**src/rtl/pipe_mdu_ctrl_if.sv**
```systemverilog
// Decode-side bundle between the pipeline and the MDU sequencing controller.
// The slave side is the controller; the master side is decode plus the MDU datapath.
interface pipe_mdu_ctrl_if;
    logic       issue;
    logic [1:0] op;
    logic       mfhilo;
    logic       wpcir;
    logic       cancel;
    logic       mstart;
    logic [1:0] mop;
    logic [5:0] mcount;
    logic       mbusy;
    logic       hilo_we;
    logic       mstall;

    modport master (
        output issue, op, mfhilo, wpcir, cancel,
        input  mstart, mop, mcount, mbusy, hilo_we, mstall
    );

    modport slave (
        input  issue, op, mfhilo, wpcir, cancel,
        output mstart, mop, mcount, mbusy, hilo_we, mstall
    );
endinterface

```
**src/rtl/pipe_mdu_ctrl.sv**
```systemverilog
// Sequencer for the iterative multiply/divide unit: start pulse, RUN countdown,
// HI/LO write strobe on completion, and the decode stall for MDU hazards.
module pipe_mdu_ctrl #(
    parameter int MUL_CYCLES = 4,
    parameter int DIV_CYCLES = 32
) (
    input  logic            clock,
    input  logic            resetn,
    pipe_mdu_ctrl_if.slave  mdu
);

    typedef enum logic [1:0] {
        ST_IDLE = 2'd0,
        ST_RUN  = 2'd1,
        ST_DONE = 2'd2
    } state_t;

    localparam logic [5:0] MUL_LOAD = 6'(MUL_CYCLES - 1);
    localparam logic [5:0] DIV_LOAD = 6'(DIV_CYCLES - 1);

    state_t     state_r;
    state_t     state_nx_s;
    logic       acc_s;
    logic       mstart_r;
    logic [1:0] mop_r;
    logic [5:0] mcount_r;
    logic       hilo_we_r;
    logic       mstart_nx_s;
    logic [1:0] mop_nx_s;
    logic [5:0] mcount_nx_s;
    logic       hilo_we_nx_s;
    logic       mbusy_s;
    logic       mstall_s;

    // State and datapath-facing output registers, synchronous active-low reset.
    always_ff @(posedge clock) begin
        if (!resetn) begin
            state_r   <= ST_IDLE;
            mstart_r  <= 1'b0;
            mop_r     <= 2'b00;
            mcount_r  <= 6'd0;
            hilo_we_r <= 1'b0;
        end else begin
            state_r   <= state_nx_s;
            mstart_r  <= mstart_nx_s;
            mop_r     <= mop_nx_s;
            mcount_r  <= mcount_nx_s;
            hilo_we_r <= hilo_we_nx_s;
        end
    end

    // Next-state logic; an op is accepted only when the unit is free or finishing.
    always_comb begin
        acc_s      = mdu.issue & ~mdu.wpcir & ~mdu.cancel &
                     ((state_r == ST_IDLE) | (state_r == ST_DONE));
        state_nx_s = state_r;
        case (state_r)
            ST_IDLE: begin
                if (acc_s) state_nx_s = ST_RUN;
                else       state_nx_s = ST_IDLE;
            end
            ST_RUN: begin
                if (mdu.cancel)             state_nx_s = ST_IDLE;
                else if (mcount_r == 6'd0)  state_nx_s = ST_DONE;
                else                        state_nx_s = ST_RUN;
            end
            ST_DONE: begin
                if (acc_s) state_nx_s = ST_RUN;
                else       state_nx_s = ST_IDLE;
            end
            default: state_nx_s = ST_IDLE;
        endcase
    end

    // Output logic: register next-values plus the combinational busy/stall.
    // A cancelled RUN freezes mcount and keeps mop so the squash leaves no trace.
    always_comb begin
        mstart_nx_s  = 1'b0;
        mop_nx_s     = mop_r;
        mcount_nx_s  = mcount_r;
        hilo_we_nx_s = 1'b0;
        if (acc_s) begin
            mstart_nx_s = 1'b1;
            mop_nx_s    = mdu.op;
            mcount_nx_s = mdu.op[1] ? DIV_LOAD : MUL_LOAD;
        end else if ((state_r == ST_RUN) && !mdu.cancel) begin
            if (mcount_r == 6'd0) hilo_we_nx_s = 1'b1;
            else                  mcount_nx_s  = mcount_r - 6'd1;
        end else begin
            mcount_nx_s = mcount_r;
        end
        mbusy_s  = (state_r == ST_RUN);
        mstall_s = ((state_r == ST_RUN)  & (mdu.issue | mdu.mfhilo)) |
                   ((state_r == ST_DONE) & mdu.mfhilo);
    end

    assign mdu.mstart  = mstart_r;
    assign mdu.mop     = mop_r;
    assign mdu.mcount  = mcount_r;
    assign mdu.hilo_we = hilo_we_r;
    assign mdu.mbusy   = mbusy_s;
    assign mdu.mstall  = mstall_s;

endmodule

```
**src/flat_wrapper.sv**
```systemverilog
// flat-port wrapper written by rule: the top's interface ports become plain ports
module pipe_mdu_ctrl_flat 
#(
    parameter int MUL_CYCLES = 4,
    parameter int DIV_CYCLES = 32
)
  (clock, resetn, mdu_issue, mdu_op, mdu_mfhilo, mdu_wpcir, mdu_cancel, mdu_mstart, mdu_mop, mdu_mcount, mdu_mbusy, mdu_hilo_we, mdu_mstall);
  pipe_mdu_ctrl_if mdu_i ();
  input  logic clock;
  input  logic resetn;
  input wire logic [$bits(mdu_i.issue)-1:0] mdu_issue;
  input wire logic [$bits(mdu_i.op)-1:0] mdu_op;
  input wire logic [$bits(mdu_i.mfhilo)-1:0] mdu_mfhilo;
  input wire logic [$bits(mdu_i.wpcir)-1:0] mdu_wpcir;
  input wire logic [$bits(mdu_i.cancel)-1:0] mdu_cancel;
  output wire logic [$bits(mdu_i.mstart)-1:0] mdu_mstart;
  output wire logic [$bits(mdu_i.mop)-1:0] mdu_mop;
  output wire logic [$bits(mdu_i.mcount)-1:0] mdu_mcount;
  output wire logic [$bits(mdu_i.mbusy)-1:0] mdu_mbusy;
  output wire logic [$bits(mdu_i.hilo_we)-1:0] mdu_hilo_we;
  output wire logic [$bits(mdu_i.mstall)-1:0] mdu_mstall;
  assign mdu_i.issue = mdu_issue;
  assign mdu_i.op = mdu_op;
  assign mdu_i.mfhilo = mdu_mfhilo;
  assign mdu_i.wpcir = mdu_wpcir;
  assign mdu_i.cancel = mdu_cancel;
  assign mdu_mstart = mdu_i.mstart;
  assign mdu_mop = mdu_i.mop;
  assign mdu_mcount = mdu_i.mcount;
  assign mdu_mbusy = mdu_i.mbusy;
  assign mdu_hilo_we = mdu_i.hilo_we;
  assign mdu_mstall = mdu_i.mstall;
  pipe_mdu_ctrl #(.MUL_CYCLES(MUL_CYCLES), .DIV_CYCLES(DIV_CYCLES)) u_core (.clock(clock), .resetn(resetn), .mdu(mdu_i));
endmodule
```
**config.mk**
```make
export PLATFORM = sky130hd
export DESIGN_NAME = pipe_mdu_ctrl_flat
export DESIGN_NICKNAME = d
export VERILOG_FILES = /design/src/rtl/pipe_mdu_ctrl_if.sv /design/src/rtl/pipe_mdu_ctrl.sv /design/src/flat_wrapper.sv
export SDC_FILE = /design/constraint.sdc
export NUM_CORES = 1
export LEC_CHECK = 0
export CAP_MARGIN = 20
export CORE_UTILIZATION = 43
export DETAILED_ROUTE_END_ITERATION = 8
export PLACE_DENSITY = 0.77
export SETUP_SLACK_MARGIN = 0.3
export SLEW_MARGIN = 0
export SYNTH_ARGS = -nofsm -noshare
export SYNTH_HDL_FRONTEND = slang
export SYNTH_SLANG_ARGS = --single-unit
```
**constraint.sdc**
```tcl
create_clock -name clock -period 4.3 [get_ports clock]
set_clock_uncertainty 0.15 [all_clocks]
set_input_delay 0.86 -clock clock [delete_from_list [all_inputs] [get_ports clock]]
set_output_delay 0.86 -clock clock [all_outputs]
set_load 0.05 [all_outputs]
```
### Word-level counts from Yosys, hierarchy flattened

Cells that the tools add are included.
W data, S select, Z words.

| cells by class | value |
|---|---|
| muxes and demuxes | 10 |
| reduce and logical (&&, ||, !) cells | 8 |
| equal/unequal tests | 3 |
| bitwise gates (word level) | 12 |
| add/subtract/negate cells | 1 |

Operator list:

| kind | number |
|---|---|
| $mux W6 | 3 |
| $logic_not A6 Y1 | 1 |
| $sub A6 B1 Y6 const B | 1 |
| $and A1 B1 Y1 | 5 |
| $mux W5 | 1 |
| $mux W2 | 2 |
| $not A1 Y1 | 4 |
| $pmux W2 S2 | 1 |
| $mux W1 | 3 |
| $or A1 B1 Y1 | 3 |
| $reduce_or A3 Y1 | 1 |
| $eq A2 B1 Y1 const B | 1 |
| $eq A2 B2 Y1 const B | 1 |
| $logic_not A2 Y1 | 1 |
| $ne A2 B1 Y1 const B | 1 |
| $reduce_and A2 Y1 | 1 |
| $reduce_bool A2 Y1 | 1 |
| $reduce_or A2 Y1 | 1 |
| $logic_and A1 B1 Y1 | 1 |
| $logic_not A1 Y1 | 1 |

| storage, ports and cells | value |
|---|---|
| flip-flop bits (word level) | 12 |
| word-level logic and storage cells | 39 |

### Logic depth before layout (Yosys ltp)

Gate-level depths: netlist of the first run.

| logic depth | value |
|---|---|
| word-level depth | 6 |
| depth in mapped cells | 6 |
| mapped depth without buffers | 6 |

### Least setup slack after synthesis of the first run

OpenSTA, ideal clock, no wires.

| timing | value |
|---|---|
| path type | reg-to-output |
| from | reg u_core.state_r[0] |
| to | out mdu_mstall |
| stages on the path, launching flop included | 4 |
| arrival time | 1.814 ns |
| required time | 3.290 ns |
| path slack | 1.476 ns |
| buffers on the path | 0 |
| cell sequence | dfxtp_1 nor2b_1 o21ai_1 o21ai_1 |

| between the ends | value |
|---|---|
| longest elaborated chain between the ends | 3 |

RTL lines:

| item | line | text |
|---|---|---|
| start, declared | pipe_mdu_ctrl.sv:21 | `state_t state_r;` |
| start signal, assigned | pipe_mdu_ctrl.sv:44 | `state_r <= state_nx_s;` |
| $eq A2 B1 Y1 | n/a |  |
| named net mdu_mbusy | flat_wrapper.sv:19 | `output wire logic [$bits(mdu_i.mbusy)-1:0] mdu_mbusy;` |
| $and A1 B1 Y1 | pipe_mdu_ctrl.sv:93 | `mstall_s = ((state_r == ST_RUN) & (mdu.issue \| mdu.mfhilo)) \|` |
| $or A1 B1 Y1 | pipe_mdu_ctrl.sv:93 |  |
| end, declared | flat_wrapper.sv:21 | `output wire logic [$bits(mdu_i.mstall)-1:0] mdu_mstall;` |

The timed path passes the listed nets, and every way through them passes these cells.

### Worst setup path after layout of the first run

| timing | value |
|---|---|
| from | in mdu_mfhilo |
| to | out mdu_mstall |

| between the ends | value |
|---|---|
| longest elaborated chain between the ends | 3 |

RTL lines:

| item | line | text |
|---|---|---|
| start, declared | flat_wrapper.sv:13 | `input wire logic [$bits(mdu_i.mfhilo)-1:0] mdu_mfhilo;` |
| $or A1 B1 Y1 | pipe_mdu_ctrl.sv:93 |  |
| $and A1 B1 Y1 | pipe_mdu_ctrl.sv:93 |  |
| $or A1 B1 Y1 (*) | pipe_mdu_ctrl.sv:93 |  |

Every way passes the cells marked *; elsewhere a longest branch is shown, timed or not.

==> out/results.md, run 1 <==
### Status
* **outcome** completed

### Global route
* **pin count of the biggest net entering global routing** 8
* **Tot GR Track Use** 20.5%
* **wire length of the first global-routing pass** 1980 um
* **initial antenna violation count** 0
* **final global-route overflow total** 0
* **number of global-route vias before repair** 471

### Clock tree
* **clock tree from TritonCTS** yes
* **Clock Tree Buf Depth** 2
* **post-CTS setup-driven buffer insertion count** 0
* **root buffer cell** sky130_fd_sc_hd__clkbuf_4
* **clock latency at the later pin of the worst-skew pair** 0.27 ns
* **Post-CTS Hold Fix Bufs** 0
* **Sinks on Clock Net** 12
* **Resize count post-CTS** 0
* **clock-pin slew reported for the worst setup and hold paths after clock tree synthesis** 0.08 ns
* **Max H-tree Level** 1
* **number of clock buffers inserted by TritonCTS** 3

### Timing
* **worst slew pin tran** 0.670 ns
* **Period minus WS final** 3.37 ns
* **maximum clock frequency** 297 MHz
* **Slew Limit Fails** 0
* **setup repair after global routing missed its margin** no
* **Max-slew headroom** 55.2%
* **final setup fails** 0
* **final count of hold timing violations** 0
* **final hold slack** 0.312 ns
* **part of the cycle the worst path needs** 78.4%
* **Post-Route Setup TNS** 0 ns

### Cells and area
* **diodes inserted** 0
* **area of all sequential standard cells** 240 um^2
* **number of filler cells placed in the layout** 91
* **proportion of layout cells with a drive suffix above 1** 12.0%
* **number of nets in the finished design** 93
* **area of combinational cells with multiple inputs** 313 um^2
* **layout overhead on the synthesized area** 42.3%

### Critical path
* **Req. time, crit path** 3.29 ns
* **Crit Path Category** input port to output port
* **Worst R2R Path Depth** 6
* **worst reg-to-reg setup slack** 2.59 ns
* **signal arrival time at the worst endpoint** 2.36 ns
* **critical path capture point type** output port
* **largest fanout on the critical path** 2
* **reg-to-reg critical path startpoint** u_core.mdu.mcount[0]
* **launching element type of the critical path** input port
* **reg-to-reg endpoint** u_core.mdu.mcount[3]

### Die
* **initial core utilization** 48.5%
* **io pins** 20
* **Die Outline Area** 1470 um^2
* **Core Area** 1170 um^2
* **Die Width** 38.3 um
* **Die Height** 38.3 um
* **Rows** 12

### Synthesis
* **predominant post-synthesis flop cell** sky130_fd_sc_hd__dfxtp_1
* **Mapped Area** 568 um^2
* **number of enable-type register cells in the synthesized netlist** 0
* **commonest cells in the netlist** 12 x sky130_fd_sc_hd__dfxtp_1, 8 x sky130_fd_sc_hd__nand2_1, 4 x sky130_fd_sc_hd__a21oi_1, 4 x sky130_fd_sc_hd__nor2_1
* **Synth async-reset ratio** 0%
* **cell count after synthesis** 61
* **post-synthesis average cell area** 9.31 um^2
* **Seq/Total Area, Yosys** 42.3%
* **count of yosys warnings during synthesis** 0
* **count leader, synth** sky130_fd_sc_hd__dfxtp_1
* **share of the synthesized area in the top cell type** 42.3%
* **count of distinct cell types in the synthesized netlist** 26
* **cell taking the most area after synthesis** sky130_fd_sc_hd__dfxtp_1
* **number of nets produced by synthesis** 70
* **flop and latch count out of synthesis** 12
* **top area cells in the synthesized netlist** sky130_fd_sc_hd__dfxtp_1 42%, sky130_fd_sc_hd__nand2_1 5.3%, sky130_fd_sc_hd__a211oi_1 4.0%, sky130_fd_sc_hd__a21oi_1 3.5%, sky130_fd_sc_hd__nor2b_1 3.3%

### Placed design
* **total of buffers placed on input and output ports** 19
* **HPWL after detailed placement** 896 um
* **routability cong.** 0.794

### Pwr
* **power after layout** 0.263 mW
* **maximum vdd drop** 0.224 mV
* **leak pwr** 0.281 nW
* **Pwr per Cell Area** 326 nW/um^2

### Route
* **number of search-and-repair iterations in the first detailed-routing pass** 4
* **highest signal layer in the routed design** met4
* **total number of vias** 521
* **wire length on met2** 528 um
* **routed length on met1** 593 um
* **DRC violation total after the first TritonRoute iteration** 5
* **antenna viol nets, final** 0
* **length of routed met3 wiring** 56 um
* **via density per instance** 5.37
* **total routed wirelength** 1210 um
* **Residual DRC** 0
* **wire length per cell after detailed routing** 12.5 um

### Min path
* **Hold Path Class** register to register
* **launch instance of the worst min-delay path** u_core.mdu.mop[1]
* **worst-case hold path end point** u_core.mdu.mop[1]
* **Worst Hold Depth** 2

### Flow run
* **max-capacitance violation count** 0

## routing by layer
metal  GRT usage, %  vias to the layer above
li1               -                      270
met5              0                        -
met4           10.3                        0
met1           26.2                      233
met3           5.23                        4
met2           31.8                       14
## cell usage in the layout, fill, tap and decap left out
| cell | instances |
|---|---|
| sky130_fd_sc_hd__a211oi_1 | 3 |
| sky130_fd_sc_hd__a211oi_2 | 1 |
| sky130_fd_sc_hd__a21boi_2 | 1 |
| sky130_fd_sc_hd__a21oi_1 | 4 |
| sky130_fd_sc_hd__a31oi_1 | 1 |
| sky130_fd_sc_hd__and4_1 | 2 |
| sky130_fd_sc_hd__and4bb_1 | 1 |
| sky130_fd_sc_hd__clkbuf_4 | 3 |
| sky130_fd_sc_hd__clkbuf_8 | 1 |
| sky130_fd_sc_hd__clkdlybuf4s50_1 | 19 |
| sky130_fd_sc_hd__dfxtp_1 | 12 |
| sky130_fd_sc_hd__ha_1 | 1 |
| sky130_fd_sc_hd__inv_1 | 3 |
| sky130_fd_sc_hd__mux2i_1 | 1 |
| sky130_fd_sc_hd__nand2_1 | 8 |
| sky130_fd_sc_hd__nand3_1 | 1 |
| sky130_fd_sc_hd__nand3_2 | 1 |
| sky130_fd_sc_hd__nor2_1 | 4 |
| sky130_fd_sc_hd__nor2b_1 | 3 |
| sky130_fd_sc_hd__nor3_1 | 2 |
| sky130_fd_sc_hd__nor3_2 | 1 |
| sky130_fd_sc_hd__nor3b_4 | 1 |
| sky130_fd_sc_hd__nor4b_1 | 1 |
| sky130_fd_sc_hd__nor4b_2 | 1 |
| sky130_fd_sc_hd__o21ai_1 | 3 |
| sky130_fd_sc_hd__or3_1 | 2 |
| sky130_fd_sc_hd__or4b_1 | 1 |
| sky130_fd_sc_hd__xnor2_1 | 1 |
## stage by stage
| stage | utilization, % | instances | area, um^2 | worst slack, ns |
|---|---|---|---|---|
| floorplan | - | 61 | 568 | 1.48 |
| global placement | 65.9 | 93 | 772 | 0.984 |
| detailed placement | 65.9 | 93 | 772 | 0.929 |
| CTS | 69.0 | 97 | 808 | 0.923 |
| global route | 69.0 | 97 | 808 | 0.856 |
| finish | 69.0 | 97 | 808 | 0.929 |
## cell type report
type / instances / area share (%)
Multi-Input combinational cell: 45 / 38.7
Inverter: 3 / 1.39
Sequential cell: 12 / 29.7
Clock buffer: 4 / 4.49
Tap cell: 14 / 2.17
Timing Repair Buffer: 19 / 23.5
## worst max path at each step
stage	start	to	depth (start not counted)
final	mdu_mfhilo	mdu_mstall	4
after global routing	mdu_mfhilo	mdu_mstall	4
after CTS	mdu_mfhilo	mdu_mstall	4
after detailed placement	mdu_mfhilo	mdu_mstall	4
after global placement	mdu_mfhilo	mdu_mstall	4
after floorplan	u_core.state_r[0]	mdu_mstall	3
## registers in the layout, indices dropped and copies added, names as in the netlist
| name | count |
|---|---|
| u_core.mdu.hilo_we | 1 |
| u_core.mdu.mcount | 6 |
| u_core.mdu.mop | 2 |
| u_core.mdu.mstart | 1 |
| u_core.state_r | 2 |
## where the power goes
group          switching (mW)  internal [mW]
logic                  0.0313         0.0219
registers             0.00473          0.115
clock network          0.0388         0.0514
## logic make-up (layout without fill, tap and decap cells)
family / after synthesis / after routing / synth area share, %
xor gates and xnor gates: 1 / 1 / 1.54
muxes: 1 / 1 / 1.76
adders and majority gates: 1 / 1 / 2.20
DFF: 12 / 12 / 42.3
buffers and inverters: 4 / 26 / 2.64
AOI/OAI and AO/OA: 13 / 13 / 15.4
and+or+nand+nor: 29 / 29 / 34.1
## worst max-delay path, cell delays in order
cell                              delay, ns
sky130_fd_sc_hd__clkdlybuf4s50_1       0.48
sky130_fd_sc_hd__nand2_1               0.06
sky130_fd_sc_hd__o21ai_1               0.13
sky130_fd_sc_hd__clkdlybuf4s50_1       0.83
Note: power is estimated with default switching activity, not from simulation.
==> run 2: changes to the inputs <==
- CORE_UTILIZATION: 43 -> 42
- PLACE_DENSITY: 0.77 -> 0.75
- clock period: 4.3 -> 3.3 ns (I/O delays scaled with it)
==> run 2 against run 1 <==
Compared with the run above: cell count did not move; worst setup slack got worse by 0.17 ns; clock-buffer cell count did not move; clock power rose by 32%; sequential power rose by 31%; die area rose by 2.3%; via count fell by 2.5%; sequential cell count did not move; register-to-register slack got worse by 1.0 ns; combinational power rose by 31%; hold slack got worse by 0.0016 ns; critical endpoint is now mdu_mbusy; largest cell class unchanged; highest routed layer unchanged.
==> out/results.md, run 2 (synthesis results as in run 1) <==
### Critical path
* **launching element type of the critical path** register
* **Worst R2R Path Depth** 6, unchanged
* **critical path capture point type** output port
* **Crit Path Category** register to output port
* **Req. time, crit path** 2.49 ns, -0.80 ns
* **worst reg-to-reg setup slack** 1.58 ns, -1.01 ns
* **reg-to-reg critical path startpoint** u_core.mdu.mcount[0]
* **largest fanout on the critical path** 6, +4
* **signal arrival time at the worst endpoint** 1.73 ns, -0.63 ns
* **reg-to-reg endpoint** u_core.mdu.mcount[3]

### Global route
* **number of global-route vias before repair** 493, +4.7%
* **initial antenna violation count** 0, unchanged
* **wire length of the first global-routing pass** 2130 um, +7.3%
* **pin count of the biggest net entering global routing** 8, unchanged
* **Tot GR Track Use** 21.7%, +1.2 points
* **final global-route overflow total** 0, unchanged

### Cells and area
* **number of filler cells placed in the layout** 106, +16%
* **area of all sequential standard cells** 240 um^2, unchanged
* **proportion of layout cells with a drive suffix above 1** 12.0%, unchanged
* **area of combinational cells with multiple inputs** 313 um^2, unchanged
* **number of flip-flops in the largest register** 6, unchanged
* **diodes inserted** 0, unchanged
* **leading cell type in the layout, fill and taps excluded** sky130_fd_sc_hd__clkdlybuf4s50_1
* **layout overhead on the synthesized area** 42.7%
* **Final Non-Filler Cells** 97, unchanged
* **number of nets in the finished design** 93, unchanged
* **top library cells by usage in the layout, fill and taps aside** 18 x sky130_fd_sc_hd__clkdlybuf4s50_1, 12 x sky130_fd_sc_hd__dfxtp_1, 8 x sky130_fd_sc_hd__nand2_1, 4 x sky130_fd_sc_hd__nor2_1, 4 x sky130_fd_sc_hd__a21oi_1
* **design area** 811 um^2, +0.31%

### Status
* **outcome** completed

### Clock tree
* **clock tree from TritonCTS** yes
* **number of clock buffers inserted by TritonCTS** 3, unchanged
* **clock-pin slew reported for the worst setup and hold paths after clock tree synthesis** 0.08 ns, about the same
* **Max H-tree Level** 1, unchanged
* **clock latency at the later pin of the worst-skew pair** 0.28 ns, about the same
* **Clock Tree Buf Depth** 2, unchanged
* **post-CTS setup-driven buffer insertion count** 0, unchanged
* **root buffer cell** sky130_fd_sc_hd__clkbuf_4
* **Sinks on Clock Net** 12, unchanged

### Die
* **Die Width** 38.8 um, +1.1%
* **Die Outline Area** 1500 um^2, +2.3%
* **Die Height** 38.8 um, +1.1%
* **Core Area** 1190 um^2, +1.3%
* **Rows** 12, unchanged
* **io pins** 20, unchanged
* **initial core utilization** 47.9%, -0.61 points

### Timing
* **Slew Limit Fails** 0, unchanged
* **Period minus WS final** 2.54 ns
* **worst slew pin tran** 0.633 ns, -0.0371 ns
* **Post-Route Setup TNS** 0 ns, unchanged
* **part of the cycle the worst path needs** 76.9%
* **final count of hold timing violations** 0, unchanged
* **Max-slew headroom** 57.7%, +2.5 points
* **maximum clock frequency** 394 MHz
* **final setup fails** 0, unchanged
* **setup repair after global routing missed its margin** no

### Pwr
* **part of the total power dissipated in the clock network** 34.5%, +0.3 points
* **maximum vdd drop** 0.301 mV, +34%
* **power after layout** 0.345 mW, +31%
* **Pwr per Cell Area** 426 nW/um^2, +31%
* **cell internal pwr** 0.246 mW, +30%
* **Switching Fraction** 28.8%, +0.36 points
* **reported net switching power** 0.0993 mW, +33%
* **fraction of power consumed by combinational cells** 20.2%, about the same
* **leak pwr** 0.298 nW, +6.3%
* **Flop pwr share** 45.4%, about the same

### Min path
* **launch instance of the worst min-delay path** u_core.mdu.mop[0]
* **worst-case hold path end point** u_core.mdu.mop[0]
* **Hold Path Class** register to register
* **Worst Hold Depth** 2, unchanged

### Route
* **wire length per cell after detailed routing** 13.1 um, +4.8%
* **number of search-and-repair iterations in the first detailed-routing pass** 4, unchanged
* **via density per instance** 5.24, -2.5%
* **DRC violation total after the first TritonRoute iteration** 6, +1
* **antenna viol nets, final** 0, unchanged
* **total routed wirelength** 1270 um, +4.8%
* **total number of vias** 508, -2.5%
* **Residual DRC** 0, unchanged

### Placed design
* **count of placed standard cells including taps** 93, unchanged
* **total of buffers placed on input and output ports** 19, unchanged
* **HPWL after detailed placement** 935 um, +4.4%
* **cell area reported after detailed placement** 772 um^2, unchanged
* **routability cong.** 0.697, -12%

### Flow run
* **max-capacitance violation count** 0, unchanged

-- run 2: changes by cell type in the layout (fill, tap and decap cells not counted) --
cell                              previous run  this run
sky130_fd_sc_hd__clkdlybuf4s50_1            19        18
sky130_fd_sc_hd__dlymetal6s2s_1              0         1
-- run 2: power groups by stage --
stage | clock network (mW) | logic (mW) | registers (mW)
5_1_grt | 0.131 | 0.0743 | 0.158
6_report | 0.119 | 0.0696 | 0.157
2_1_floorplan | 0 | 0.0268 | 0.176
4_1_cts | 0.123 | 0.0700 | 0.156
3_3_place_gp | 0 | 0.0691 | 0.160
3_5_place_dp | 0 | 0.0697 | 0.160
-- run 2: critical path, cell delays in order (launching register included) --
cell and delay (ns):
sky130_fd_sc_hd__dfxtp_1 0.43, sky130_fd_sc_hd__nor2b_1 0.20, sky130_fd_sc_hd__clkdlybuf4s50_1 0.82
-- run 2: area by class of cell --
class / instances / share of cell area [%]
Multi-Input combinational cell: 45 / 38.6
Sequential cell: 12 / 29.6
Inverter: 3 / 1.39
Clock buffer: 4 / 4.48
Timing Repair Buffer: 19 / 23.8
Tap cell: 14 / 2.16
-- run 2: routing by layer --
| metal | GRT usage (%) | up-vias | wire, um |
|---|---|---|---|
| li1 | - | 264 | - |
| met1 | 26.0 | 226 | 665 |
| met2 | 33.3 | 13 | 526 |
| met3 | 5.20 | 5 | 38 |
| met4 | 15.5 | 0 | 34 |
| met5 | 0 | - | 0 |
-- run 2: worst max-delay path by stage --
stage                 startpoint          to  slack (ns)  depth (start not counted)
2_1_floorplan  u_core.state_r[0]  mdu_mstall        0.68                          3
3_3_place_gp          mdu_mfhilo  mdu_mstall        0.38                          4
3_5_place_dp          mdu_mfhilo  mdu_mstall        0.36                          4
4_1_cts               mdu_mfhilo  mdu_mstall        0.37                          4
5_1_grt        u_core.state_r[0]   mdu_mbusy        0.67                          2
6_report       u_core.state_r[0]   mdu_mbusy        0.76                          2
-- run 2: repair_timing --
action,CTS,global route
resized for setup,0,1
hold buffers,0,0
setup endpoints to repair,0,1
-- run 2: per-stage QoR --
stage                     util [%]  setup slack (ns)  hold WS, ns
after floorplan                  -             0.676        0.359
after global placement        65.1             0.383        0.293
after detailed placement      65.1             0.363        0.300
after CTS                     68.1             0.372        0.314
after global routing          68.4             0.672        0.345
final                         68.4             0.761        0.311
